--- config.mk ---
export PLATFORM = sky130hd
export DESIGN_NAME = req_encoder_8to3
export DESIGN_NICKNAME = d
export VERILOG_FILES = /design/src/rtl/enc_pkg.sv /design/src/rtl/prio_enc8.sv /design/src/rtl/req_encoder_8to3.sv
export SDC_FILE = /design/constraint.sdc
export NUM_CORES = 1
export LEC_CHECK = 0
export CAP_MARGIN = 25
export CORE_AREA = 8 8 51 53
export CTS_CLUSTER_SIZE = 25
export DETAILED_ROUTE_END_ITERATION = 16
export DIE_AREA = 0 0 59 61
export MAX_ROUTING_LAYER = met4
export PLACE_DENSITY = 0.74
export SYNTH_ARGS = -nofsm -noshare
export SYNTH_HDL_FRONTEND = slang
export SYNTH_SLANG_ARGS = --single-unit
--- constraint.sdc ---
create_clock -name clk -period 10.85 [get_ports clk]
set_input_delay 1.6275 -clock clk [delete_from_list [all_inputs] [get_ports clk]]
set_output_delay 1.6275 -clock clk [all_outputs]
set_load 0.01 [all_outputs]
--- src/rtl/enc_pkg.sv ---
// Shared widths, FSM state type and popcount helper for the 8-to-3 request encoder.
package enc_pkg;

  localparam int unsigned N_IN   = 8;
  localparam int unsigned CODE_W = 3;
  localparam int unsigned CNT_W  = 4;

  typedef enum logic {
    IDLE = 1'b0,
    EMIT = 1'b1
  } enc_state_t;

  // Number of set bits in an 8-bit vector (0..8).
  function automatic logic [CNT_W-1:0] popcount8(input logic [N_IN-1:0] v);
    logic [CNT_W-1:0] acc;
    acc = '0;
    for (int i = 0; i < int'(N_IN); i++) begin
      acc = acc + CNT_W'(v[i]);
    end
    return acc;
  endfunction

endpackage

--- src/rtl/prio_enc8.sv ---
// Combinational 8-input priority encoder.
//   vec      : input vector
//   idx      : index of the winning set bit (0 when vec is zero)
//   nonzero  : vec has at least one set bit
// PRIORITY_HIGH=1 selects the highest set index, 0 the lowest.
module prio_enc8
  import enc_pkg::*;
#(
  parameter bit PRIORITY_HIGH = 1'b1
) (
  input  logic [N_IN-1:0]   vec,
  output logic [CODE_W-1:0] idx,
  output logic              nonzero
);

  // Later loop iterations override earlier ones, so scan order sets priority.
  always_comb begin
    idx = '0;
    if (PRIORITY_HIGH) begin
      for (int i = 0; i < int'(N_IN); i++) begin
        if (vec[i]) idx = CODE_W'(i);
      end
    end else begin
      for (int i = int'(N_IN) - 1; i >= 0; i--) begin
        if (vec[i]) idx = CODE_W'(i);
      end
    end
  end

  assign nonzero = |vec;

endmodule

--- src/rtl/req_encoder_8to3.sv ---
// Sequential 8-to-3 encoder: accepts a multi-hot request vector and emits the
// index of every set bit, one code per handshake, in priority order.
//   clk, rst               : clock, synchronous active-high reset
//   req_valid/req_ready    : request vector handshake, vector on req_bits
//   code_valid/code_ready  : code handshake
//   code                   : current highest-priority pending index
//   code_last              : current code is the final one of the vector
//   pending_cnt            : bits still pending (0 in IDLE)
//   empty_req              : one-cycle pulse after an all-zero vector is accepted
module req_encoder_8to3
  import enc_pkg::*;
#(
  parameter bit PRIORITY_HIGH = 1'b1
) (
  input  logic              clk,
  input  logic              rst,
  input  logic              req_valid,
  output logic              req_ready,
  input  logic [N_IN-1:0]   req_bits,
  output logic              code_valid,
  input  logic              code_ready,
  output logic [CODE_W-1:0] code,
  output logic              code_last,
  output logic [CNT_W-1:0]  pending_cnt,
  output logic              empty_req
);

  enc_state_t          state, state_nxt;
  logic [N_IN-1:0]     pending, pending_nxt;
  logic                empty_nxt;
  logic [CODE_W-1:0]   enc_idx;
  logic                enc_nz;
  logic [CNT_W-1:0]    pend_pop;
  logic                in_emit;

  prio_enc8 #(
    .PRIORITY_HIGH(PRIORITY_HIGH)
  ) u_prio (
    .vec    (pending),
    .idx    (enc_idx),
    .nonzero(enc_nz)
  );

  assign pend_pop = popcount8(pending);
  assign in_emit  = (state == EMIT);

  // State, pending vector and empty pulse registers.
  always_ff @(posedge clk) begin
    if (rst) begin
      state     <= IDLE;
      pending   <= '0;
      empty_req <= 1'b0;
    end else begin
      state     <= state_nxt;
      pending   <= pending_nxt;
      empty_req <= empty_nxt;
    end
  end

  // Next-state and handshake logic.
  always_comb begin
    state_nxt   = state;
    pending_nxt = pending;
    empty_nxt   = 1'b0;
    unique case (state)
      IDLE: begin
        if (req_valid) begin
          if (req_bits != '0) begin
            pending_nxt = req_bits;
            state_nxt   = EMIT;
          end else begin
            empty_nxt = 1'b1;
          end
        end
      end
      EMIT: begin
        if (code_ready) begin
          pending_nxt = pending & ~(N_IN'(1) << enc_idx);
          if (pend_pop == CNT_W'(1)) state_nxt = IDLE;
        end
      end
      default: state_nxt = IDLE;
    endcase
  end

  // Outputs decode purely from registered state, so they hold under backpressure.
  assign req_ready   = ~in_emit;
  assign code_valid  = in_emit & enc_nz;
  assign code        = in_emit ? enc_idx : '0;
  assign pending_cnt = in_emit ? pend_pop : '0;
  assign code_last   = in_emit & (pend_pop == CNT_W'(1));

endmodule

======== Yosys cells after proc, flatten, opt, wreduce, memory -nomap -nowiden ========
Cells that the tools add are included.
storage, ports and cells
  register bits after elaboration ......... 10
  input bits .............................. 12
cells by class
  add/sub/neg operators ................... 7
  equality and inequality tests ........... 4
  shift operators ......................... 1
  multiplexer cells ....................... 19
  bitwise operators ....................... 6
  reduce and logical (&&, ||, !) cells .... 4
operators by type and width
  kind                   count
  $mux W8                3
  $add A4 B1 Y4          4
  $pmux W8 S2            1
  $mux W3                5
  $and A8 B8 Y8          1
  $not A8 Y8             1
  $reduce_bool A8 Y1     1
  $reduce_or A8 Y1       1
  $shl A1 B3 Y8 const A  1
  $mux W1                6
  $add A3 B1 Y4          1
  $eq A4 B1 Y1 const B   1
  $mux W2                2
  $mux W4                1
  $ne A2 B2 Y1 const B   2
  $add A2 B1 Y3          1
  $reduce_and A3 Y1      1
  $reduce_or A3 Y1       1
  $add A1 B1 Y2          1
  $and A1 B1 Y1          2
  $ne A2 B1 Y1 const B   1
  $not A1 Y1             2
  $pmux W1 S2            1

======== Logic depth before layout (Yosys ltp) ========
  depth after elaboration ................. 12
  mapped depth ............................ 12

======== Hierarchy ========
From an unflattened synthesis, not the netlist that was laid out.
unflattened totals
  cell total of the unflattened synthesis .. 106
  area total of the unflattened synthesis .. 840.8 um2
by module, submodules not included
  module            instances  cells an instance  area an instance (um2)  seq. area each (um2)
  req_encoder_8to3  1          94                 774.5                   200.2
  prio_enc8         1          12                 66.3                    0.0

======== Worst setup path before layout ========
Ideal clock, no wire load.
  kind .................................... register -> output
  start ................................... register pending[0]
  end ..................................... output code_last
  arrival time ............................ 2.992 ns
  required time ........................... 9.223 ns
  slack ................................... 6.231 ns
  stages on the path, launching flop included .. 12
  cell sequence ........................... dfxtp_1 fa_1 inv_1 fa_1 fa_1 inv_1 ha_1 inv_1 fa_1 nand2_1 a211oi_1 and2_1
on the way
  cells in the longest elaborated chain, start to end .. 9
ends and longest elaborated chain
  what                         line                    RTL
  start: declaration           req_encoder_8to3.sv:29  logic [N_IN-1:0] pending, pending_nxt;
  start signal: assignment     req_encoder_8to3.sv:55  pending <= pending_nxt;
  $add A1 B1 Y2                enc_pkg.sv:18           acc = acc + CNT_W'(v[i]);
  $add A2 B1 Y3                enc_pkg.sv:18
  $add A3 B1 Y4                enc_pkg.sv:18
  $add A4 B1 Y4 (4 in series)  enc_pkg.sv:18
  $eq A4 B1 Y1                 req_encoder_8to3.sv:91  assign code_last = in_emit & (pend_pop == CNT_W'(1));
  $and A1 B1 Y1                req_encoder_8to3.sv:91
  end: declaration             req_encoder_8to3.sv:23  output logic code_last,
No other way between the ends.

======== Final worst setup path ========
Same ends and word-level chain as after synthesis.

==> metrics <==
TNS Setup=0 ns; CP Max Fanout=4; largest net degree at the start of global routing=15; Critical Path Most Common Cell=fa_1; Routed Antenna Nets=0; Final Util=0.5754; initial antenna violation count=0; crit-path cells=fa_1 -> inv_1 -> fa_1 -> fa_1 -> inv_1 -> ha_1 -> inv_1 -> fa_1 -> nand2_1 -> a211oi_1 -> and2_1 -> clkdlybuf4s50_1; Syn Std Cell Area=slightly below 800 um^2; period utilization=0.5118; Clock Skew=0.001048 ns; # setup viols final=0; core area=approximately 1800 um^2; RePlAce Congestion=roughly 0.89; CP endpoint kind=output port; Antenna diodes=0; postcts setup bufs=0; status=finished, final reports clean; clock latency on the worst-skew pair=0.26 ns; Tot GR Track Use=0.1247; relative slew slack=0.4378; Crit Path Category=flop to output port; Crit path required time=slightly above 9 ns; vias in the first global route=716; Die Ht=around 60 um; Critical R2R Launch=pending[0]; TritonCTS clock tree=yes; Post-DP HPWL=about 1.7 mm; Hold Crit Class=flop to flop; # hold bufs at CTS=0; WL final=2.035 mm; Vias=786; drt pass-1 iters=4; CP Buf/Inv Count=4; clock sinks=10; share of cells above drive strength 1=0.09402; Hold Vio Cnt, Final=0; Mapped Cells=95; Worst-path clk slew=0.06 ns; Tmin final=roughly 5.6 ns; CP max stage cell=fa_1; Top Family by Delay on Critical Path=adder cells; DRC=0; Yosys warnings=0; max-slew violation count=0; Via density=around 5.5; Hold Startpoint=pending[7]; slowest stage delay, CP=~0.54 ns; PD cells=approximately 110 nW/um^2; fmax=about 180 MHz; post-route cell area=about 1100 um^2; placed cell area=between 1000 and 1500 um^2; DR iter-0 viols=24; Layout Nets=around 140; most used flip-flop cell after synthesis=dfxtp_1; WL/cell=around 14 um; H-tree levels=1; crit path DAT=approximately 3.9 ns; crit path launch type=flop; TritonCTS Buffers=3; peak supply drop=0.06103 mV; Root Buffer=clkbuf_4; Worst-Margin Slew=0.8415 ns; register area share after synthesis=0.2520; CP startpoint=pending[0]; syn avg cell area=8.363 um^2; Die Wd=59 um; total gr overflow=0; MaxCap Viol Count=0; port bufs=22; #FFs+latches synth=10; first-pass GRT wire length=about 3.3 mm; Leakage=between 0.4 and 0.5 nW; Starting Density=0.4314; ys async rst share=0; CTS Buffer Depth=2; row cnt=16; Syn Nets=115; RSZ-0062 raised after global routing=false; Post-synth EDFFs=0; die area=between 3000 and 4000 um^2; I/O Pins=23; Area Overhead vs Synth=33.39%; CTS resizes=0; Synth cell types=33
[cells by family (layout without fill, tap and decap cells)]
family | Yosys count | after routing | synth area share
AO/OA/AOI/OAI | 26 | 26 | 0.2536
XOR/XNOR | 1 | 1 | 0.01103
adder cells (fa/ha/maj) | 8 | 8 | 0.1638
buffers and inverters | 16 | 38 | 0.07559
flip-flops | 10 | 10 | 0.2520
AND/OR/NAND/NOR | 34 | 34 | 0.2441
[worst min-delay path: stages, from the launching register on]
cell     delay [ns]
dfxtp_1        0.33
nand3_1        0.07
a21oi_1        0.06
[metal layers]
layer | global-route usage | vias to the layer above | share of wire
met5 | - | - | 0
li1 | - | 386 | -
met4 | 0.03072 | 0 | 0.010
met1 | 0.1446 | 368 | 0.45
met2 | 0.2040 | 26 | 0.49
met3 | 0.04025 | 6 | 0.048
[flip-flops by register name (all words and copies together), names as in the netlist]
| name | count |
|---|---|
| pending | 8 |
| in_emit | 1 |
| empty_req | 1 |
[final timing paths]
check             cells past startpoint          to  slack (ns)
setup / recovery                     12   code_last        5.30
hold / removal                        2  pending[7]        0.51
setup reg to reg                     12     in_emit        7.55
hold reg to reg                       2  pending[7]        0.51
[cell type report]
class / instances / area, um^2
timing repair buffer: 22 / 220.2
fill: 197 / 782.0
multi-input combinational: 69 / 534.3
sequential: 10 / 200.2
clock buffer: 3 / 22.52
tap: 27 / 33.78
inverter: 13 / 48.80
[Yosys cell counts, drive strengths merged (2+ instances only)]
cell	instances	area [um^2]
inv	13	48.80
dfxtp	10	200.2
a21oi	7	35.03
nand2	7	26.28
and2	6	37.54
a311oi	5	50.04
nor2	5	18.77
fa	4	80.08
ha	4	50.05
a211oi	3	22.52
clkbuf	3	11.26
nand3	3	15.01
a21o	2	15.01
nand2b	2	12.51
nor2b	2	12.51
o21ai	2	25.03
or3b	2	17.52
or4	2	22.52
[power breakdown]
group | internal [W] | switching (W)
clock | 0.0000127 | 0.0000113
combinational | 0.0000248 | 0.0000256
sequential | 0.0000394 | 0.00000458
total | 0.0000769 | 0.0000414
[per-stage QoR]
stage | hold slack [ns] | power [W] | setup slack (ns) | cells
2_1_floorplan | 0.4741 | 0.00007513 | 6.231 | 95
3_3_place_gp | 0.5029 | 0.00009351 | 5.654 | 141
3_5_place_dp | 0.5056 | 0.00009523 | 5.598 | 141
4_1_cts | 0.5149 | 0.0001203 | 5.297 | 144
5_1_grt | 0.5573 | 0.0001294 | 5.092 | 144
6_report | 0.5124 | 0.0001184 | 5.297 | 144
[layout by cell type, fill, tap and decap left out, types with 2 or more instances in the layout]
cell	n
clkdlybuf4s50_1	22
inv_1	13
dfxtp_1	10
nand2_1	7
a21oi_1	7
and2_1	6
nor2_1	5
a311oi_1	4
fa_1	4
ha_1	4
a211oi_1	3
nand3_1	3
clkbuf_4	3
nor2b_1	2
a21o_1	2
or4_4	2
or3b_2	2
nand2b_1	2
Note: power is estimated with default switching activity, not from simulation.
